**config.mk**
```make
export PLATFORM = sky130hd
export DESIGN_NAME = crash_sched_flat
export DESIGN_NICKNAME = d
export VERILOG_FILES = /design/src/rtl/crash_sched_if.sv /design/src/rtl/crash_sched.sv /design/src/flat_wrapper.sv
export SDC_FILE = /design/constraint.sdc
export NUM_CORES = 1
export LEC_CHECK = 0
export CAP_MARGIN = 20
export CORE_MARGIN = 3
export CORE_UTILIZATION = 50
export CTS_CLUSTER_SIZE = 30
export DETAILED_ROUTE_END_ITERATION = 7
export GPL_TIMING_DRIVEN = 1
export PLACE_DENSITY_LB_ADDON = 0.08
export SLEW_MARGIN = 40
export SYNTH_ARGS = -nofsm -noshare
export SYNTH_HDL_FRONTEND = slang
export SYNTH_SLANG_ARGS = --single-unit
```
**constraint.sdc**
```tcl
create_clock -name clk -period 5.4 [get_ports clk]
set_input_delay 1.08 -clock clk [delete_from_list [all_inputs] [get_ports clk]]
set_output_delay 1.08 -clock clk [all_outputs]
set_load 0.1 [all_outputs]
```
**src/rtl/crash_sched_if.sv**
```systemverilog
// Bus between the crash scheduler and its neighbours: object/plane positions in,
// game status and crash strobe out.
interface crash_sched_if #(
    parameter int N_OBJ = 3
);
    logic                 start;
    logic                 frame_tick;
    logic [12*N_OBJ-1:0]  obj_x;
    logic [12*N_OBJ-1:0]  obj_y;
    logic [N_OBJ-1:0]     obj_valid;
    logic [11:0]          plane_x;
    logic [11:0]          plane_y;
    logic [1:0]           state;
    logic [2:0]           lives;
    logic                 crash_pulse;
    logic [1:0]           hit_id;
    logic                 scan_busy;
    logic                 game_over;

    modport master (
        output start, frame_tick, obj_x, obj_y, obj_valid, plane_x, plane_y,
        input  state, lives, crash_pulse, hit_id, scan_busy, game_over
    );

    modport slave (
        input  start, frame_tick, obj_x, obj_y, obj_valid, plane_x, plane_y,
        output state, lives, crash_pulse, hit_id, scan_busy, game_over
    );
endinterface

```
**src/rtl/crash_sched.sv**
```systemverilog
// Game-state controller and one-slot-per-cycle collision scheduler.
// CRASH_GRACE_EN enables the post-hit invulnerability window (GRACE state).
//
// state | meaning
// IDLE  | waiting for the first start press
// PLAY  | scanning slots on each frame tick
// GRACE | invulnerable, counting frame ticks down
// OVER  | no lives left, waiting for start
module crash_sched #(
    parameter int N_OBJ        = 3,
    parameter int HIT_DX       = 70,
    parameter int HIT_DY       = 90,
    parameter int LIVES        = 3,
    parameter int GRACE_FRAMES = 60
) (
    input  logic         clk,
    input  logic         rst_n,
    crash_sched_if.slave bus
);
    typedef enum logic [1:0] {IDLE = 2'b00, PLAY = 2'b01, GRACE = 2'b10, OVER = 2'b11} state_t;

    localparam logic [12:0] DX_MAX  = 13'(HIT_DX);
    localparam logic [12:0] DY_LIM  = 13'(HIT_DY);
    localparam logic [2:0]  LIVES_L = 3'(LIVES);
    localparam logic [1:0]  LAST    = 2'(N_OBJ - 1);

    state_t      state_q, state_nxt;
    logic [2:0]  lives_q, lives_nxt;
    logic        busy_q, busy_nxt;
    logic [1:0]  idx_q, idx_nxt;
    logic        pulse_q, pulse_nxt;
    logic [1:0]  hit_id_q, hit_id_nxt;
    logic [11:0] px_q, px_nxt, py_q, py_nxt;
    logic        start_q;
    logic        start_fall;

`ifdef CRASH_GRACE_EN
    localparam int CW = $clog2(GRACE_FRAMES + 1);
    logic [CW-1:0] cnt_q, cnt_nxt;
`endif

    logic [11:0]        ox, oy;
    logic               ov;
    logic signed [12:0] dx, dy;
    logic [12:0]        adx, ady;
    logic               hit;

    assign start_fall = start_q & ~bus.start;

    always_comb begin
        ox = '0;
        oy = '0;
        ov = 1'b0;
        for (int k = 0; k < N_OBJ; k++) begin
            if (idx_q == 2'(k)) begin
                ox = bus.obj_x[12*k +: 12];
                oy = bus.obj_y[12*k +: 12];
                ov = bus.obj_valid[k];
            end
        end
    end

    // Zero-extend before subtracting so 4090 vs 10 stays a large distance, not -16.
    assign dx  = $signed({1'b0, ox}) - $signed({1'b0, px_q});
    assign dy  = $signed({1'b0, oy}) - $signed({1'b0, py_q});
    assign adx = dx[12] ? 13'(-dx) : 13'(dx);
    assign ady = dy[12] ? 13'(-dy) : 13'(dy);
    assign hit = ov && (adx <= DX_MAX) && (ady < DY_LIM);

    always_comb begin
        state_nxt  = state_q;
        lives_nxt  = lives_q;
        busy_nxt   = busy_q;
        idx_nxt    = idx_q;
        pulse_nxt  = 1'b0;
        hit_id_nxt = hit_id_q;
        px_nxt     = px_q;
        py_nxt     = py_q;
`ifdef CRASH_GRACE_EN
        cnt_nxt    = cnt_q;
`endif
        case (state_q)
            IDLE, OVER: begin
                if (start_fall) begin
                    state_nxt = PLAY;
                    lives_nxt = LIVES_L;
                end
            end
            PLAY: begin
                if (busy_q) begin
                    if (hit) begin
                        pulse_nxt  = 1'b1;
                        hit_id_nxt = idx_q;
                        lives_nxt  = lives_q - 3'd1;
                        busy_nxt   = 1'b0;
                        idx_nxt    = '0;
                        if (lives_q == 3'd1) begin
                            state_nxt = OVER;
                        end else begin
`ifdef CRASH_GRACE_EN
                            state_nxt = GRACE;
                            cnt_nxt   = CW'(GRACE_FRAMES);
`endif
                        end
                    end else if (idx_q == LAST) begin
                        busy_nxt = 1'b0;
                        idx_nxt  = '0;
                    end else begin
                        idx_nxt = idx_q + 2'd1;
                    end
                end else if (bus.frame_tick) begin
                    busy_nxt = 1'b1;
                    idx_nxt  = '0;
                    px_nxt   = bus.plane_x;
                    py_nxt   = bus.plane_y;
                end
            end
`ifdef CRASH_GRACE_EN
            GRACE: begin
                if (bus.frame_tick) begin
                    cnt_nxt = cnt_q - CW'(1);
                    if (cnt_q == CW'(1)) state_nxt = PLAY;
                end
            end
`endif
            default: state_nxt = IDLE;
        endcase
    end

    always_ff @(posedge clk or negedge rst_n) begin
        if (!rst_n) begin
            state_q  <= IDLE;
            lives_q  <= LIVES_L;
            busy_q   <= 1'b0;
            idx_q    <= '0;
            pulse_q  <= 1'b0;
            hit_id_q <= '0;
            px_q     <= '0;
            py_q     <= '0;
            start_q  <= 1'b1;
        end else begin
            state_q  <= state_nxt;
            lives_q  <= lives_nxt;
            busy_q   <= busy_nxt;
            idx_q    <= idx_nxt;
            pulse_q  <= pulse_nxt;
            hit_id_q <= hit_id_nxt;
            px_q     <= px_nxt;
            py_q     <= py_nxt;
            start_q  <= bus.start;
        end
    end

`ifdef CRASH_GRACE_EN
    always_ff @(posedge clk or negedge rst_n) begin
        if (!rst_n) cnt_q <= '0;
        else        cnt_q <= cnt_nxt;
    end
`endif

    assign bus.state       = state_q;
    assign bus.lives       = lives_q;
    assign bus.crash_pulse = pulse_q;
    assign bus.hit_id      = hit_id_q;
    assign bus.scan_busy   = busy_q;
    assign bus.game_over   = (state_q == OVER);
endmodule

```
**src/flat_wrapper.sv**
```systemverilog
// flat-port wrapper written by rule: the top's interface ports become plain ports
module crash_sched_flat 
#(
    parameter int N_OBJ        = 3,
    parameter int HIT_DX       = 70,
    parameter int HIT_DY       = 90,
    parameter int LIVES        = 3,
    parameter int GRACE_FRAMES = 60
)
  (clk, rst_n, bus_start, bus_frame_tick, bus_obj_x, bus_obj_y, bus_obj_valid, bus_plane_x, bus_plane_y, bus_state, bus_lives, bus_crash_pulse, bus_hit_id, bus_scan_busy, bus_game_over);
  crash_sched_if #(.N_OBJ(N_OBJ)) bus_i ();
  input  logic clk;
  input  logic rst_n;
  input wire logic [$bits(bus_i.start)-1:0] bus_start;
  input wire logic [$bits(bus_i.frame_tick)-1:0] bus_frame_tick;
  input wire logic [$bits(bus_i.obj_x)-1:0] bus_obj_x;
  input wire logic [$bits(bus_i.obj_y)-1:0] bus_obj_y;
  input wire logic [$bits(bus_i.obj_valid)-1:0] bus_obj_valid;
  input wire logic [$bits(bus_i.plane_x)-1:0] bus_plane_x;
  input wire logic [$bits(bus_i.plane_y)-1:0] bus_plane_y;
  output wire logic [$bits(bus_i.state)-1:0] bus_state;
  output wire logic [$bits(bus_i.lives)-1:0] bus_lives;
  output wire logic [$bits(bus_i.crash_pulse)-1:0] bus_crash_pulse;
  output wire logic [$bits(bus_i.hit_id)-1:0] bus_hit_id;
  output wire logic [$bits(bus_i.scan_busy)-1:0] bus_scan_busy;
  output wire logic [$bits(bus_i.game_over)-1:0] bus_game_over;
  assign bus_i.start = bus_start;
  assign bus_i.frame_tick = bus_frame_tick;
  assign bus_i.obj_x = bus_obj_x;
  assign bus_i.obj_y = bus_obj_y;
  assign bus_i.obj_valid = bus_obj_valid;
  assign bus_i.plane_x = bus_plane_x;
  assign bus_i.plane_y = bus_plane_y;
  assign bus_state = bus_i.state;
  assign bus_lives = bus_i.lives;
  assign bus_crash_pulse = bus_i.crash_pulse;
  assign bus_hit_id = bus_i.hit_id;
  assign bus_scan_busy = bus_i.scan_busy;
  assign bus_game_over = bus_i.game_over;
  crash_sched #(.N_OBJ(N_OBJ), .HIT_DX(HIT_DX), .HIT_DY(HIT_DY), .LIVES(LIVES), .GRACE_FRAMES(GRACE_FRAMES)) u_core (.clk(clk), .rst_n(rst_n), .bus(bus_i));
endmodule
```
==> flow_summary.yaml <==
run_status:
  outcome: "finished clean"
synth:
  synth_compound_area_share_pct: 21.2
  synth_mux_area_share_pct: 15.5
  synth_area_leaders: "dfrtp_1 (20%), ha_1 (9.0%), mux2_2 (7.6%), mux2i_1 (7.2%), o21ai_0 (5.2%)"
  synth-main-ff-cell: "dfrtp_1"
  avgSynthCellArea_um2: 8.26
  syn_area_um2: 4150
  async_flop_share_pct: 100
  synth-xor-area-share_pct: 2.50
  synth.distinct_cells: 80
  ys_warn_count: 0
  synthSimpleGateAreaFrac_pct: 22.7
  synth_fp_nets: 638
  ys_seq_elements: 36
  synth-edff-count: 0
  synth_top_family_by_area: "simple AND/OR/NAND/NOR gates"
  synth_top_area_cell: "dfrtp_1"
  synth_top_cell_area_share_pct: 19.9
  synthAdderAreaFrac_pct: 10.0
  synth_cells: 503
  ys_seq_area_share_pct: 21.8
pwr:
  ir_worst_vdd_mv: 0.373
  combPwrFrac_pct: 84.4
  switching_share_pct: 51.3
  switchingPower_mw: 2.14
  total_power_mw: 4.17
  p_per_area_nw_per_um2: 763
  power_frac_clock_pct: 4.4
  pwr-share-seq_pct: 11.2
  power_leakage_nw: 2.44
  p_int_mw: 2.03
layout:
  postLayoutCoreUtil_pct: 69.3
  antennaDiodeCount: 0
  fin_nets: 754
  drive_gt1_share_pct: 15.2
  syn2layout_area_growth_pct: 31.7
routing:
  drt_iter0_drc: 261
  drcViolationCount: 0
  via_count: 4177
  wl_per_cell_um: 16.2
  firstDrtPassIters: 5
  antenna_left: 0
  routed_wl_um: 11700
  avgViaCountPerCell: 5.79
placement:
  hpwl_um: 9600
  port_buffers: 112
  gp_congestion: 0.923
  post-place-ws_ns: -0.174
grt:
  grt_usage_pct: 24.1
  antenna_found_initial: 0
  grt_pass1_wl_um: 18900
  grt_max_degree: 37
  overflow: 0
  grt_pass1_vias: 3991
clock_network:
  clock_latency_ns: 0.29
  cts.sink_count: 36
  htree_levels: 2
  cts_buffers: 5
  cts_tree: "done"
  path_clk_slew_ns: 0.07
  root_buffer: "clkbuf_8"
  hold_buffers: 0
  cts.path.max_buffers: 2
sta:
  report.final.slew_viol_count: 0
  tightestPinTransition_ns: 0.619
  finalSetupTns_ns: 0
  worst_slack_ns: 0.246
  skew_ns: 0.00998
  rsz0062_at_grt: "false"
  min_period_ns: 5.15
  finalSetupViolations: 0
  hold_violations: 0
  timing.fmax_ghz: 0.194
  final.period_utilization_pct: 95.4
  slew_headroom_pct: 58.7
hold_path:
  hp-class: "reg2reg"
floorplan:
  fp.dieW_um: 97.1
  io_pins: 113
  rows: 32
  die_area_um2: 9440
  initial_core_util_pct: 52.6
  core-area_um2: 7890
  die_h_um: 97.1
critical_path:
  required_ns: 5.57
  critPathArrivalTime_ns: 5.33
  path_max_fanout: 5
  path_class: "in2reg"
  cp-start-kind: "input pin"
  crit_path_end_kind: "register"
run:
  drv_cap: 0
-- final timing paths --
kind                                             start                               end  slack (ns)  depth (start not counted)
max                                      bus_obj_y[12]  u_core.bus.hit_id[1]$_DFFE_PN0P_        0.25                         16
max reg2reg                u_core.idx_q[0]$_DFFE_PN0P_  u_core.bus.hit_id[1]$_DFFE_PN0P_        0.46                         15
min reg2reg                u_core.py_q[11]$_DFFE_PN0P_       u_core.py_q[11]$_DFFE_PN0P_        0.51                          1
max in group asynchronous                        rst_n          u_core.start_q$_DFF_PN1_        4.32                          1
min                        u_core.py_q[11]$_DFFE_PN0P_       u_core.py_q[11]$_DFFE_PN0P_        0.51                          1
min in group asynchronous                        rst_n        u_core.py_q[4]$_DFFE_PN0P_        0.73                          1
-- cell usage after synthesis (4+ instances only) --
master    count
clkbuf_1     11
or2_2         6
nor2_1       30
or3_1         7
and3_1        7
xnor2_1       5
inv_1        39
a21o_1        7
a21oi_1      27
dfrtp_1      33
xor2_1        5
and2_1        5
o31ai_1       4
nand3_1      12
nand2_1      45
nand2b_1      7
nor3_1       11
mux2_2       28
o21a_1        4
buf_6         4
mux2i_1      30
buf_2         4
nor2b_1      11
nor4_1        4
nor3b_1       4
o21ai_0      43
ha_1         30
o211ai_1      5
-- state kept, by name, indices dropped and copies added, names as in the netlist --
register,count
u_core.start_q,1
u_core.bus.state,2
u_core.idx_q,2
u_core.bus.scan_busy,1
u_core.py_q,12
u_core.bus.lives,3
u_core.px_q,12
u_core.bus.crash_pulse,1
u_core.bus.hit_id,2
-- power by group through the flow --
stage | registers, mW | clock network [mW] | logic, mW
6_report | 0.469 | 0.184 | 3.52
5_1_grt | 0.484 | 0.200 | 3.89
4_1_cts | 0.468 | 0.191 | 3.45
3_5_place_dp | 0.473 | 0 | 3.44
3_3_place_gp | 0.467 | 0 | 3.37
2_1_floorplan | 0.501 | 0 | 2.60
-- critical path, stage by stage --
cell,delay [ns]
clkdlybuf4s50_1,0.46
mux2i_1,0.06
nor2_1,0.11
a21oi_1,0.06
ha_1,0.21
fa_1,0.39
nand2b_1,0.18
a21oi_1,0.18
xor2_1,0.14
nor4_4,0.30
nand4b_1,0.15
a2111oi_1,0.48
o22ai_1,0.18
or4b_4,0.61
or3_4,0.42
mux2_4,0.31
-- final cells by class --
type / instances / area, µm²
inverter: 39 / 146
clock buffer: 7 / 76.3
tap: 102 / 128
fill: 640 / 2420
clock inverter: 1 / 8.76
multi-input combinational: 407 / 3000
timing repair buffer: 130 / 1200
sequential: 36 / 905
-- cells in the final DEF, fill, tap and decap left out, types with 6 or more instances in the layout --
cell type | netlist | final
dfrtp_1 | 33 | 33
mux2i_1 | 30 | 30
nand2b_1 | 7 | 7
or2_2 | 6 | 6
mux2_2 | 28 | 28
nand3_1 | 12 | 11
nor2b_1 | 11 | 10
nor3_1 | 11 | 11
buf_4 | 1 | 19
inv_1 | 39 | 39
o21ai_0 | 43 | 43
or3_1 | 7 | 7
and3_1 | 7 | 7
buf_2 | 4 | 10
ha_1 | 30 | 30
a21o_1 | 7 | 7
clkdlybuf4s50_1 | 0 | 101
nand2_1 | 45 | 45
nor2_1 | 30 | 30
a21oi_1 | 27 | 27
-- repair_timing --
item                       CTS  global route
setup endpoints to repair    0             2
setup buffers                0             0
resized for setup            0             2
-- metrics by stage --
step           instance area (µm²)  cells  hold slack, ns
2_1_floorplan                 4150    503           0.479
3_3_place_gp                  5420    714           0.490
3_5_place_dp                  5370    714           0.493
4_1_cts                       5460    722           0.510
5_1_grt                       5470    722           0.513
6_report                      5470    722           0.506
-- cells by family (layout without fill, tap and decap cells) --
family          after synthesis  count (layout)
simple gates                173             173
flops                        36              36
compound gates              131             131
mux                          60              60
fa+ha+maj                    32              32
xor+xnor                     11              11
buf+inv                      60             177
-- routing by layer --
metal,routed length (µm),global-route usage (%),up-vias,part of all wire (%)
li1,-,-,2061,-
met5,0,0,-,0
met3,665,2.94,13,5.7
met1,5570,34.9,1970,48
met2,5340,38.4,133,46
met4,129,5.51,0,1.1
Note: power is estimated with default switching activity, not from simulation.
